`src/rtl/flash_glyph_fetch_if.sv`:
```
// Handshake bundle between the glyph fetcher, its pixel requester/consumer and the flash reader.
// The master modport is the surrounding logic; the slave modport is the fetcher.
interface flash_glyph_fetch_if #(
   parameter int CW               = 8,
   parameter int FLASH_WORD_WIDTH = 32,
   parameter int AW               = 30 - $clog2(FLASH_WORD_WIDTH)
);
   logic                        req_valid;
   logic                        req_ready;
   logic [29:0]                 addressOffsetBits;
   logic [CW-1:0]               characterIndex;
   logic                        flash_rd_req;
   logic [AW-1:0]               flash_rd_addr;
   logic                        flash_rd_ack;
   logic                        flash_rd_valid;
   logic [FLASH_WORD_WIDTH-1:0] flash_rd_data;
   logic                        pixel_valid;
   logic                        pixel;
   logic                        pixel_ready;
   logic                        cache_invalidate;

   modport master (
      output req_valid, addressOffsetBits, characterIndex, flash_rd_ack, flash_rd_valid,
             flash_rd_data, pixel_ready, cache_invalidate,
      input  req_ready, flash_rd_req, flash_rd_addr, pixel_valid, pixel
   );

   modport slave (
      input  req_valid, addressOffsetBits, characterIndex, flash_rd_ack, flash_rd_valid,
             flash_rd_data, pixel_ready, cache_invalidate,
      output req_ready, flash_rd_req, flash_rd_addr, pixel_valid, pixel
   );
endinterface

```
`src/rtl/flash_glyph_fetch.sv`:
```
// Fetches one glyph pixel bit from flash, with a single-word cache in front of the flash reader.
//
// state     | meaning
// IDLE      | ready for a pixel request
// ISSUE     | flash_rd_req raised, waiting for flash_rd_ack
// WAIT_DATA | read accepted, waiting for flash_rd_valid
// OUTPUT    | pixel_valid held until pixel_ready
module flash_glyph_fetch #(
   parameter int memFontHeight     = 128,
   parameter int memFontWidth      = 64,
   parameter int charactersPerFont = 256,
   parameter int FLASH_WORD_WIDTH  = 32
) (
   input logic               clk,
   input logic               rst,
   flash_glyph_fetch_if.slave bus
);
   localparam int CW = $clog2(charactersPerFont);
   localparam int WB = $clog2(FLASH_WORD_WIDTH);
   localparam int AW = 30 - WB;
   localparam int SH = $clog2(memFontHeight) + $clog2(memFontWidth);

   typedef enum logic [1:0] {IDLE, ISSUE, WAIT_DATA, OUTPUT} state_t;

   state_t state, next_state;

   logic                        run_q;
   logic [AW-1:0]               addr_q;
   logic [WB-1:0]               bit_q;
   logic [FLASH_WORD_WIDTH-1:0] data_q;
   logic                        no_cache_q;
   logic                        cache_valid;
   logic [AW-1:0]               cache_tag;
   logic [FLASH_WORD_WIDTH-1:0] cache_data;

   logic [29:0]   char_ext;
   logic [29:0]   full_bit;
   logic [AW-1:0] word_cmb;
   logic [WB-1:0] bit_cmb;
   logic          hit;
   logic          accept;
   logic          capture;
   logic          req_ready_c;
   logic          rd_req_c;
   logic          pixel_valid_c;

   assign char_ext = 30'(bus.characterIndex);
   assign full_bit = bus.addressOffsetBits + (char_ext << SH);
   assign word_cmb = full_bit[29:WB];
   assign bit_cmb  = full_bit[WB-1:0];
   // An invalidate in the accepting cycle must not be beaten by the stale entry.
   assign hit = cache_valid && (cache_tag == word_cmb) && !bus.cache_invalidate;

   always_ff @(posedge clk or negedge rst) begin
      if (!rst) state <= IDLE;
      else      state <= next_state;
   end

   always_comb begin
      next_state    = state;
      req_ready_c   = 1'b0;
      rd_req_c      = 1'b0;
      pixel_valid_c = 1'b0;
      accept        = 1'b0;
      capture       = 1'b0;
      case (state)
         IDLE: begin
            req_ready_c = run_q;
            if (bus.req_valid && run_q) begin
               accept     = 1'b1;
               next_state = hit ? OUTPUT : ISSUE;
            end
         end
         ISSUE: begin
            rd_req_c = 1'b1;
            if (bus.flash_rd_ack) begin
               capture    = bus.flash_rd_valid;
               next_state = bus.flash_rd_valid ? OUTPUT : WAIT_DATA;
            end
         end
         WAIT_DATA: begin
            if (bus.flash_rd_valid) begin
               capture    = 1'b1;
               next_state = OUTPUT;
            end
         end
         OUTPUT: begin
            pixel_valid_c = 1'b1;
            if (bus.pixel_ready) next_state = IDLE;
         end
         default: next_state = IDLE;
      endcase
   end

   always_ff @(posedge clk or negedge rst) begin
      if (!rst) begin
         run_q       <= 1'b0;
         addr_q      <= '0;
         bit_q       <= '0;
         data_q      <= '0;
         no_cache_q  <= 1'b0;
         cache_valid <= 1'b0;
         cache_tag   <= '0;
         cache_data  <= '0;
      end else begin
         run_q <= 1'b1;
         if (accept) begin
            addr_q     <= word_cmb;
            bit_q      <= bit_cmb;
            no_cache_q <= 1'b0;
            if (hit) data_q <= cache_data;
         end
         // A word whose read overlapped an invalidate may already be stale; deliver it but never cache it.
         if (((state == ISSUE) || (state == WAIT_DATA)) && bus.cache_invalidate)
            no_cache_q <= 1'b1;
         if (capture) begin
            data_q <= bus.flash_rd_data;
            if (!no_cache_q && !bus.cache_invalidate) begin
               cache_tag   <= addr_q;
               cache_data  <= bus.flash_rd_data;
               cache_valid <= 1'b1;
            end
         end
         if (bus.cache_invalidate) cache_valid <= 1'b0;
      end
   end

   assign bus.req_ready     = req_ready_c;
   assign bus.flash_rd_req  = rd_req_c;
   assign bus.flash_rd_addr = addr_q;
   assign bus.pixel_valid   = pixel_valid_c;
   assign bus.pixel         = pixel_valid_c & data_q[bit_q];
endmodule

```
`src/flat_wrapper.sv`:
```
// flat-port wrapper written by rule: the top's interface ports become plain ports
module flash_glyph_fetch_flat 
#(
   parameter int memFontHeight     = 128,
   parameter int memFontWidth      = 64,
   parameter int charactersPerFont = 256,
   parameter int FLASH_WORD_WIDTH  = 32
)
  (clk, rst, bus_req_valid, bus_addressOffsetBits, bus_characterIndex, bus_flash_rd_ack, bus_flash_rd_valid, bus_flash_rd_data, bus_pixel_ready, bus_cache_invalidate, bus_req_ready, bus_flash_rd_req, bus_flash_rd_addr, bus_pixel_valid, bus_pixel);
  flash_glyph_fetch_if #(.CW(8), .FLASH_WORD_WIDTH(FLASH_WORD_WIDTH)) bus_i ();
  input logic clk;
  input logic rst;
  input wire logic [$bits(bus_i.req_valid)-1:0] bus_req_valid;
  input wire logic [$bits(bus_i.addressOffsetBits)-1:0] bus_addressOffsetBits;
  input wire logic [$bits(bus_i.characterIndex)-1:0] bus_characterIndex;
  input wire logic [$bits(bus_i.flash_rd_ack)-1:0] bus_flash_rd_ack;
  input wire logic [$bits(bus_i.flash_rd_valid)-1:0] bus_flash_rd_valid;
  input wire logic [$bits(bus_i.flash_rd_data)-1:0] bus_flash_rd_data;
  input wire logic [$bits(bus_i.pixel_ready)-1:0] bus_pixel_ready;
  input wire logic [$bits(bus_i.cache_invalidate)-1:0] bus_cache_invalidate;
  output wire logic [$bits(bus_i.req_ready)-1:0] bus_req_ready;
  output wire logic [$bits(bus_i.flash_rd_req)-1:0] bus_flash_rd_req;
  output wire logic [$bits(bus_i.flash_rd_addr)-1:0] bus_flash_rd_addr;
  output wire logic [$bits(bus_i.pixel_valid)-1:0] bus_pixel_valid;
  output wire logic [$bits(bus_i.pixel)-1:0] bus_pixel;
  assign bus_i.req_valid = bus_req_valid;
  assign bus_i.addressOffsetBits = bus_addressOffsetBits;
  assign bus_i.characterIndex = bus_characterIndex;
  assign bus_i.flash_rd_ack = bus_flash_rd_ack;
  assign bus_i.flash_rd_valid = bus_flash_rd_valid;
  assign bus_i.flash_rd_data = bus_flash_rd_data;
  assign bus_i.pixel_ready = bus_pixel_ready;
  assign bus_i.cache_invalidate = bus_cache_invalidate;
  assign bus_req_ready = bus_i.req_ready;
  assign bus_flash_rd_req = bus_i.flash_rd_req;
  assign bus_flash_rd_addr = bus_i.flash_rd_addr;
  assign bus_pixel_valid = bus_i.pixel_valid;
  assign bus_pixel = bus_i.pixel;
  flash_glyph_fetch #(.memFontHeight(memFontHeight), .memFontWidth(memFontWidth), .charactersPerFont(charactersPerFont), .FLASH_WORD_WIDTH(FLASH_WORD_WIDTH)) u_core (.clk(clk), .rst(rst), .bus(bus_i));
endmodule
```
`config.mk`:
```
export PLATFORM = sky130hd
export DESIGN_NAME = flash_glyph_fetch_flat
export DESIGN_NICKNAME = d
export VERILOG_FILES = /design/src/rtl/flash_glyph_fetch_if.sv /design/src/rtl/flash_glyph_fetch.sv /design/src/flat_wrapper.sv
export SDC_FILE = /design/constraint.sdc
export NUM_CORES = 1
export LEC_CHECK = 0
export CORE_MARGIN = 5
export CORE_UTILIZATION = 50
export DETAILED_ROUTE_END_ITERATION = 16
export GPL_ROUTABILITY_DRIVEN = 0
export HOLD_SLACK_MARGIN = 0.08
export PLACE_DENSITY = 0.75
export RECOVER_POWER = 100
export SLEW_MARGIN = 25
export SYNTH_ARGS = -nofsm -noshare
export SYNTH_HDL_FRONTEND = slang
export SYNTH_SLANG_ARGS = --single-unit
```
`constraint.sdc`:
```
create_clock -name clk -period 5 [get_ports clk]
set_clock_uncertainty 0.1 [all_clocks]
set_input_delay 1 -clock clk [delete_from_list [all_inputs] [get_ports clk]]
set_output_delay 1 -clock clk [all_outputs]
set_load 0.02 [all_outputs]
```
==> results of run 1 <==
==> kinds of logic (layout without fill, tap and decap cells) <==
| kind of cell | after synthesis | count (layout) | synth area share [%] |
|---|---|---|---|
| compound gates | 133 | 133 | 13.8 |
| xor+xnor | 34 | 34 | 4.93 |
| fa+ha+maj | 13 | 13 | 2.48 |
| buf+inv | 64 | 163 | 4.08 |
| flops | 124 | 124 | 45.1 |
| mux | 71 | 71 | 13.2 |
| other cells | 1 | 1 | 0.0546 |
| simple gates | 225 | 225 | 16.3 |
==> flip-flops by register name, summed over array words and instances, names as in the netlist <==
| name | cells |
|---|---|
| u_core.cache_tag | 25 |
| u_core.cache_valid | 1 |
| u_core.state | 2 |
| u_core.cache_data | 32 |
| u_core.bit_q | 5 |
| u_core.no_cache_q | 1 |
| u_core.run_q | 1 |
| u_core.bus.flash_rd_addr | 25 |
| u_core.data_q | 32 |
==> metrics by stage <==
| step | hold slack (ns) | cells | area [µm²] | power (mW) |
|---|---|---|---|---|
| floorplan | 0.342 | 665 | 6870 | 2.73 |
| global placement | 0.373 | 908 | 8050 | 3.30 |
| detailed placement | 0.392 | 908 | 8050 | 3.38 |
| CTS | 0.405 | 940 | 8660 | 4.65 |
| global route | 0.419 | 940 | 8620 | 4.83 |
| finish | 0.395 | 940 | 8620 | 4.56 |
==> layout by cell type, fill, tap and decap left out, types with 3 or more instances in the layout <==
cell type	Yosys	final
a211oi_1	5	6
a21oi_1	7	7
a31oi_1	35	35
and3_1	5	4
buf_4	1	5
clkbuf_1	38	3
clkbuf_16	0	17
clkbuf_8	0	5
clkdlybuf4s50_1	0	70
clkinv_2	0	4
dfrtp_1	124	124
dlygate4sd3_1	0	34
ha_1	12	12
inv_1	14	14
mux2_2	58	58
mux2i_1	3	3
mux4_2	10	10
nand2_1	74	74
nand2b_1	5	5
nand3_1	9	10
nand4_1	36	36
nor2_1	41	41
nor2b_1	3	3
nor3_1	4	4
nor4_1	3	3
o21a_1	3	3
o21ai_0	19	23
o22ai_1	3	3
o31ai_1	33	33
or3_1	33	33
xnor2_1	19	19
xnor3_1	3	3
xor2_1	12	12
==> worst paths after layout <==
path | depth (start not counted) | to | slack [ns]
setup / recovery | 11 | u_core.data_q[19]$_DFFE_PN0P_ | 0.36
hold / removal | 2 | u_core.bus.flash_rd_addr[2]$_DFFE_PN0P_ | 0.40
setup reg to reg | 7 | u_core.cache_data[19]$_DFFE_PN0P_ | 1.66
hold reg to reg | 2 | u_core.bus.flash_rd_addr[2]$_DFFE_PN0P_ | 0.40
max in group asynchronous | 2 | u_core.cache_tag[23]$_DFFE_PN0P_ | 0.93
min in group asynchronous | 1 | u_core.bus.flash_rd_addr[13]$_DFFE_PN0P_ | 1.74
==> worst max-delay path: stages <==
cell and delay [ns]:
clkdlybuf4s50_1 0.41, ha_1 0.47, nand4_1 0.18, nor4_1 0.69, o21ai_0 0.27, a211o_1 0.32
a222oi_1 0.57, nand3_1 0.14, buf_4 0.28, o31ai_1 0.32, a31oi_1 0.15
==> area by class of cell <==
class                           instances  area, µm²  area share (%)
Timing Repair Buffer                  117       1150            13.3
Inverter                               14       52.6           0.610
Multi-Input combinational cell        477       3490            40.5
Clock buffer                           22        494            5.73
Sequential cell                       124       3100            36.0
Clock inverter                         10        113            1.31
Tap cell                              176        220            2.55
==> per-layer routing <==
metal  global-route usage [%]  share of wire, %  routed length [µm]  vias to the layer above
met5                        0                 0                   0                        -
met4                     7.44               1.7                 306                        0
met3                     6.26               6.3                1130                       36
met2                     38.4                50                9040                      231
met1                     28.4                41                7430                     2789
li1                         -                 -                   -                     2623
==> power groups by stage <==
stage	registers [mW]	clock network [mW]	logic, mW
6_report	1.73	1.24	1.59
3_5_place_dp	1.74	0	1.64
4_1_cts	1.73	1.27	1.65
3_3_place_gp	1.72	0	1.58
2_1_floorplan	1.74	0	0.992
5_1_grt	1.78	1.31	1.73
==> reports/qor.txt, run 1 <==
========================================================================================
Run status ................................................................ finished, violations left
Violated checks ........................................................... max-capacitance violations, max-slew violations
Antenna diodes ............................................................            0
Share of final-layout standard cells stronger than drive strength 1 .......        15.2%
Inserted Clock Buffers ....................................................           17
Final #Nets ...............................................................          841
Sequential cell area fraction in the yosys report .........................        45.1%
Width of the die ..........................................................       127 µm
Share of total power consumed by net switching ............................        34.4%
Synthesized netlist net count .............................................          755
Start point of the critical path .......................................... bus_characterIndex[7]
H-tree Lvls ...............................................................            4
Critical path class ....................................................... input pin to flop
Gate Count Post-Synth .....................................................          665
Number of buffers inserted to repair setup after CTS ......................            0
Core area .................................................................   0.0133 mm²
Min-delay worst type ...................................................... flop to flop
Setup repair after global routing missed its margin .......................        false
Leftover overflow at the end of global routing ............................            0
Final core utilization ....................................................        64.6%
Most instantiated cells after synthesis ................................... 124 x dfrtp_1, 74 x nand2_1, 58 x mux2_2, 41 x nor2_1, 38 x clkbuf_1
Routed wire length ........................................................     17900 µm
Post-cts gate resize count ................................................            0
Post-Synthesis Cell Area ..................................................  0.00687 mm²
Count of TritonRoute iterations in the first routing pass .................            5
Static leakage ............................................................      3.61 nW
Hold-fix buffer count after cts ...........................................            0
Shortest clock period the worst path allows after layout ..................      4.64 ns
Antenna violations before repair ..........................................            0
Estimated wirelength of the detail-placed design ..........................     12300 µm
Vias in the first global route ............................................         5831
Transition time of the tightest slew-check pin ............................      3.33 ns
Primary FF master, synth ..................................................      dfrtp_1
Wire length of the first global-routing pass ..............................     29400 µm
Post-detailed-route via-to-cell ratio .....................................         6.04
Final WS setup ............................................................     0.356 ns
Effective utilization at floorplan ........................................        51.5%
Number of failing setup endpoints in the final timing report ..............            0
Switching power of the nets ...............................................      1.57 mW
Part of the power in combinational logic ..................................        34.9%
Fillers ...................................................................         1091
Die height ................................................................       127 µm
Largest area contributor in the netlist ...................................      dfrtp_1
Clock power share .........................................................        27.2%
Clock slew seen by the registers of the worst setup and hold paths ........      0.05 ns
Avg Cell Area, Syn ........................................................     10.3 µm²
Achievable frequency ......................................................      215 MHz
Worst-case headroom to the max-slew limit .................................        -122%
DRC Markers ...............................................................            0
Area share of the leading cell type in the synthesized netlist ............        45.1%
Via count .................................................................         5679
Top cells by area, synth .................................................. dfrtp_1 45%, mux2_2 9.5%, nand2_1 4.0%, o31ai_1 3.6%, mux4_2 3.3%
IO Count ..................................................................          106
Clk sink count ............................................................          124
Portion of the clock cycle consumed by the worst path in the final layout .        92.9%
Portion of total power attributed to sequential cells .....................        38.0%
Signed area change from the synthesized netlist to the final layout .......        25.4%
Number of distinct library cells after synthesis ..........................           62
CTS tree ..................................................................          yes
Clock latency on the worst-skew pair ......................................      0.42 ns
Floorplan die area ........................................................   0.0162 mm²
Internal power component ..................................................      2.99 mW
Count of maximum capacitance violations ...................................            2
Max Root-Sink Buffers .....................................................            2
Cell row count ............................................................           42
Mean routed wirelength per cell ...........................................      19.0 µm
Required time at the endpoint of the critical path ........................      5.15 ns
Kind of capture point of the worst setup path .............................         flop
Count of antenna-violating nets left after detailed routing ...............            0
Arrival @ worst endpoint ..................................................      4.80 ns
Critical-path maximum fanout ..............................................           32
Number of port buffers ....................................................          105
Async set or reset register ratio after synthesis .........................         100%
Setup slack at placement ..................................................    0.0766 ns
Yosys warnings ............................................................            0
Total count of max-transition violations in the final report ..............          111
Total power per unit cell area ............................................   529 mW/mm²
Root cell of the clock tree ...............................................    clkbuf_16
Kind of start point of the critical path ..................................    input pin
Hold violation count in the final report ..................................            0
All-Layer GR Usage ........................................................        22.8%
Peak VDD IR ...............................................................   0.000287 V
DRC marker count from the first detailed-route iteration ..................          606
Flip-flop and latch count after synthesis .................................          124
EDFF count, synth .........................................................            0
Start of the worst register-to-register path .............................. u_core.state[1]$_DFFE_PN0P_
Most frequent cell after synthesis ........................................      dfrtp_1
Maximum number of pins on one net before global-route repair ..............           75
Hold path startpoint ...................................................... u_core.bus.flash_rd_addr[2]$_DFFE_PN0P_
Aggregate negative setup slack ............................................         0 ns
========================================================================================
Power figures use the tool's default switching activity.
==> inputs of run 2 (changes only) <==
GPL_TIMING_DRIVEN = 0   (was not set)
clock period = 6 ns   (was 5 ns; I/O delays follow)
==> reports/qor.txt, run 2 (same netlist as run 1, synthesis figures left out) <==
========================================================================================
Antenna diodes ............................................................            0
Aggregate negative setup slack ............................................         0 ns
Wire length of the first global-routing pass ..............................     30000 µm
Fillers ...................................................................         1058
Max Root-Sink Buffers .....................................................            2
Kind of capture point of the worst setup path .............................         flop
Largest registers ......................................................... u_core.cache_data (32), u_core.data_q (32)
Final #Nets ...............................................................          878
Worst-case headroom to the max-slew limit .................................       -47.2%
Post-detailed-route via-to-cell ratio .....................................         6.05
Hold violation count in the final report ..................................            0
Most frequent cells in the layout ......................................... 124 x dfrtp_1, 74 x nand2_1, 69 x clkdlybuf4s50_1
Post-Layout Cell Count ....................................................          976
Cell row count ............................................................           42
Shortest clock period the worst path allows after layout ..................      4.86 ns
Hold-fix buffer count after cts ...........................................            0
Number of port buffers ....................................................          103
Number of buffers inserted to repair setup after CTS ......................            0
Total power per unit cell area ............................................   444 mW/mm²
Clk sink count ............................................................          124
Run status ................................................................ finished, violations left
Maximum number of pins on one net before global-route repair ..............           90
Static leakage ............................................................      3.65 nW
H-tree Lvls ...............................................................            4
CTS tree ..................................................................          yes
Transition time of the tightest slew-check pin ............................      2.21 ns
Die height ................................................................       127 µm
Violated checks ........................................................... max-capacitance violations, max-slew violations
Achievable frequency ......................................................      206 MHz
Setup repair after global routing missed its margin .......................        false
DRC marker count from the first detailed-route iteration ..................          590
Min-delay worst type ...................................................... flop to flop
Required time at the endpoint of the critical path ........................      6.23 ns
Routed wire length ........................................................     18600 µm
Count of TritonRoute iterations in the first routing pass .................            5
Total count of max-transition violations in the final report ..............          127
Standard cell area after detailed placement ...............................  0.00816 mm²
Post-placement cell count .................................................          945
Final Total Pwr ...........................................................      3.88 mW
Signed area change from the synthesized netlist to the final layout .......        27.0%
Inserted Clock Buffers ....................................................           17
Post-route design area ....................................................  0.00873 mm²
Leftover overflow at the end of global routing ............................            0
WHS Path Cells ............................................................            2
Root cell of the clock tree ...............................................    clkbuf_16
Via count .................................................................         5901
IO Count ..................................................................          106
Core area .................................................................   0.0133 mm²
Most common cell after layout, fill and taps aside ........................      dfrtp_1
Reg2reg path depth ........................................................            8
DRC Markers ...............................................................            0
Portion of the clock cycle consumed by the worst path in the final layout .        80.9%
Mean routed wirelength per cell ...........................................      19.1 µm
Share of final-layout standard cells stronger than drive strength 1 .......        14.0%
Count of antenna-violating nets left after detailed routing ...............            0
All-Layer GR Usage ........................................................        23.4%
Clock latency on the worst-skew pair ......................................      0.42 ns
Critical path class ....................................................... input pin to flop
Arrival @ worst endpoint ..................................................      5.08 ns
Count of maximum capacitance violations ...................................            2
Estimated wirelength of the detail-placed design ..........................     13400 µm
Antenna violations before repair ..........................................            0
Clock slew seen by the registers of the worst setup and hold paths ........      0.05 ns
Width of the die ..........................................................       127 µm
Kind of start point of the critical path ..................................    input pin
Number of failing setup endpoints in the final timing report ..............            0
Floorplan die area ........................................................   0.0162 mm²
Vias in the first global route ............................................         6023
Final core utilization ....................................................        65.4%
Effective utilization at floorplan ........................................        51.5%
Post-cts gate resize count ................................................            0
Critical-path maximum fanout ..............................................           10
Peak VDD IR ...............................................................   0.000250 V
========================================================================================
[run 2: cell types whose count changed in the layout (fill, tap and decap cells not counted), moves of 2 or more]
cell and change:
buf_2 +5, clkinv_4 -2, clkbuf_1 +41, buf_6 +4, buf_12 -2, buf_4 -5, clkbuf_8 +2, clkinv_2 -3
[run 2: area by class of cell]
class,instances,area (µm²),area share [%]
tap,176,220,2.52
clock buffer,26,529,6.06
clock inverter,5,103,1.17
multi-input combinational,477,3470,39.7
timing repair buffer,104,1030,11.8
buffer,50,224,2.56
inverter,14,52.6,0.602
sequential,124,3100,35.5
[run 2: final timing paths]
path	start	endpoint	slack, ns
worst max-delay path	bus_addressOffsetBits[13]	u_core.data_q[23]$_DFFE_PN0P_	1.14
worst min-delay path	u_core.bus.flash_rd_addr[20]$_DFFE_PN0P_	u_core.bus.flash_rd_addr[20]$_DFFE_PN0P_	0.40
worst max register to register	u_core.state[1]$_DFFE_PN0P_	u_core.cache_tag[20]$_DFFE_PN0P_	2.73
worst min register to register	u_core.bus.flash_rd_addr[20]$_DFFE_PN0P_	u_core.bus.flash_rd_addr[20]$_DFFE_PN0P_	0.40
max in group asynchronous	rst	u_core.state[0]$_DFFE_PN0P_	1.55
min in group asynchronous	rst	u_core.bus.flash_rd_addr[12]$_DFFE_PN0P_	1.23
[run 2: power by group]
part           switching (mW)  internal (mW)
Clock                   0.357          0.728
Sequential              0.236           1.18
Combinational           0.721          0.654
[run 2: stage by stage]
step | hold slack, ns | worst slack, ns
2_1_floorplan | 0.342 | 2.13
4_1_cts | 0.409 | 1.41
5_1_grt | 0.423 | 0.748
6_report | 0.398 | 1.14
3_5_place_dp | 0.395 | 1.08
3_3_place_gp | 0.381 | -1.05
[run 2: routing by layer]
| metal | global-route usage (%) | routed length (µm) | vias to the layer above | share of wire (%) |
|---|---|---|---|---|
| met4 | 9.53 | 471 | 0 | 2.5 |
| met1 | 29.5 | 7560 | 2884 | 41 |
| met3 | 6.26 | 1380 | 41 | 7.4 |
| met2 | 38.5 | 9190 | 276 | 49 |
| met5 | 0 | 0 | - | 0 |
| li1 | - | - | 2700 | - |
[run 2: critical path: stages]
cell	delay (ns)
dlygate4sd3_1	0.53
ha_1	0.16
inv_1	0.06
fa_1	0.40
nor2b_1	0.22
o21a_1	0.23
o21ai_0	0.24
nor3_1	0.42
xnor2_1	0.15
o2111ai_1	0.69
clkbuf_1	0.40
o31ai_1	0.16
a31oi_1	0.23
==> inputs of run 3 (changes only) <==
CORE_UTILIZATION = 49   (was 50)
PLACE_DENSITY = 0.77   (was 0.75)
clock period = 4.26 ns   (was 6 ns; I/O delays follow)
==> reports/qor.txt, run 3 (same netlist as run 1, synthesis figures left out) <==
========================================================================================
Run status ................................................................ finished, violations left
Violated checks ........................................................... max-capacitance violations, max-slew violations
Post-Layout Cell Count ....................................................          979
Vias in the first global route ............................................         6203
Arrival @ worst endpoint ..................................................      4.30 ns
Most used routing layer ...................................................         met2
Transition time of the tightest slew-check pin ............................      1.72 ns
Root cell of the clock tree ...............................................    clkbuf_16
Post-placement cell count .................................................          949
Met3 GRT Util .............................................................        5.44%
Final Total Pwr ...........................................................      5.41 mW
Total count of max-transition violations in the final report ..............           72
Estimated wirelength of the detail-placed design ..........................     13700 µm
Maximum number of pins on one net before global-route repair ..............           72
Kind of capture point of the worst setup path .............................         flop
Signed area change from the synthesized netlist to the final layout .......        27.4%
Min-delay worst type ...................................................... flop to flop
Critical path class ....................................................... input pin to flop
Routing usage on met2 .....................................................        40.2%
DRC Markers ...............................................................            0
Largest registers ......................................................... u_core.cache_data (32), u_core.data_q (32)
Final #Nets ...............................................................          878
Width of the die ..........................................................       128 µm
Inserted Clock Buffers ....................................................           17
Most common cell after layout, fill and taps aside ........................      dfrtp_1
Met1 Track Usage GR .......................................................        30.1%
Leftover overflow at the end of global routing ............................            0
Antenna diodes ............................................................            0
Fillers ...................................................................         1055
Setup repair after global routing missed its margin .......................        false
Achievable frequency ......................................................      246 MHz
Standard cell area after detailed placement ...............................  0.00816 mm²
IO Count ..................................................................          106
Clock slew seen by the registers of the worst setup and hold paths ........      0.05 ns
DRC marker count from the first detailed-route iteration ..................          716
Hold-fix buffer count after cts ...........................................            0
Max Root-Sink Buffers .....................................................            2
Count of maximum capacitance violations ...................................            1
Clk sink count ............................................................          124
Via count .................................................................         6024
Static leakage ............................................................      3.63 nW
Count of TritonRoute iterations in the first routing pass .................            5
Number of failing setup endpoints in the final timing report ..............            0
Portion of the clock cycle consumed by the worst path in the final layout .        95.6%
Clock latency on the worst-skew pair ......................................      0.42 ns
CTS tree ..................................................................          yes
Routed wire length ........................................................     19300 µm
Peak VDD IR ...............................................................   0.000309 V
Aggregate negative setup slack ............................................         0 ns
Cell row count ............................................................           43
Post-detailed-route via-to-cell ratio .....................................         6.15
Post-route design area ....................................................  0.00876 mm²
Hold violation count in the final report ..................................            0
Worst-case headroom to the max-slew limit .................................       -14.7%
Kind of start point of the critical path ..................................    input pin
Antenna violations before repair ..........................................            0
Effective utilization at floorplan ........................................        49.7%
Critical-path maximum fanout ..............................................           10
Wire length of the first global-routing pass ..............................     31500 µm
Floorplan die area ........................................................   0.0165 mm²
Required time at the endpoint of the critical path ........................      4.49 ns
Register cell area after layout ...........................................  0.00310 mm²
Count of antenna-violating nets left after detailed routing ...............            0
All-Layer GR Usage ........................................................        24.0%
Final core utilization ....................................................        63.3%
Total power per unit cell area ............................................   618 mW/mm²
Core area .................................................................   0.0138 mm²
Die height ................................................................       128 µm
Share of final-layout standard cells stronger than drive strength 1 .......        15.8%
Mean routed wirelength per cell ...........................................      19.8 µm
Number of port buffers ....................................................          103
Shortest clock period the worst path allows after layout ..................      4.07 ns
H-tree Lvls ...............................................................            4
Multi-input logic area ....................................................  0.00352 mm²
Most frequent cells in the layout ......................................... 124 x dfrtp_1, 74 x nand2_1, 72 x clkdlybuf4s50_1
========================================================================================
[run 3: cell count changes in the layout (fill, tap and decap cells not counted), moves of 3 or more]
| cell | change |
|---|---|
| dlygate4sd3_1 | -3 |
| clkdlybuf4s50_1 | +3 |
| clkbuf_2 | +4 |
| clkinv_2 | +3 |
| clkbuf_1 | -7 |
[run 3: metal layers]
metal	vias to the layer above	share of wire, %
li1	2700	-
met1	2980	40
met2	292	50
met3	52	7.7
met4	0	2.8
met5	-	0
[run 3: timing repair]
item,CTS,global route
pin swaps,0,1
gates resized for setup,0,11
setup buffers,0,1
cloned,0,0
setup endpoints to repair,1,32
[run 3: final cells by class]
cell class / instances / share of cell area [%]
multi-input cells: 477 / 40.2
flip-flops and latches: 124 / 35.4
repair buffers: 105 / 11.9
clock buffers: 23 / 5.69
plain buffers: 49 / 2.60
well taps: 180 / 2.57
clock inverters: 7 / 1.00
inverters: 14 / 0.600
[run 3: through the flow]
| stage | setup WS, ns | hold WS (ns) |
|---|---|---|
| after detailed placement | -0.381 | 0.375 |
| after global routing | 0.00992 | 0.413 |
| final | 0.190 | 0.378 |
| after CTS | 0.0403 | 0.301 |
| after floorplan | 0.735 | 0.342 |
| after global placement | -2.46 | 0.364 |
[run 3: path summary, 6_finish.rpt]
path	startpoint	to	slack, ns	depth (start not counted)
worst max-delay path	bus_characterIndex[0]	u_core.data_q[9]$_DFFE_PN0P_	0.19	14
worst min-delay path	u_core.cache_valid$_DFFE_PN0P_	u_core.cache_valid$_DFFE_PN0P_	0.38	2
worst max register to register	u_core.state[1]$_DFFE_PN0P_	u_core.cache_data[21]$_DFFE_PN0P_	1.00	8
worst min register to register	u_core.cache_valid$_DFFE_PN0P_	u_core.cache_valid$_DFFE_PN0P_	0.38	2
max in group asynchronous	rst	u_core.cache_data[3]$_DFFE_PN0P_	1.14	2
min in group asynchronous	rst	u_core.bus.flash_rd_addr[12]$_DFFE_PN0P_	0.77	1
[run 3: where the power goes]
part | switching (mW) | internal, mW | leakage, nW
Sequential | 0.369 | 1.66 | 1.55
Clock | 0.509 | 0.926 | 0.291
Combinational | 1.01 | 0.929 | 1.79
[run 3: worst max-delay path: stages]
cell,delay [ns]
clkdlybuf4s50_1,0.47
ha_1,0.19
inv_1,0.06
fa_1,0.40
nor2b_1,0.21
o21a_1,0.27
o21a_1,0.27
mux2i_1,0.13
a211oi_2,0.28
nand4_2,0.13
buf_4,0.20
clkbuf_1,0.22
or3_1,0.42
a31oi_1,0.21
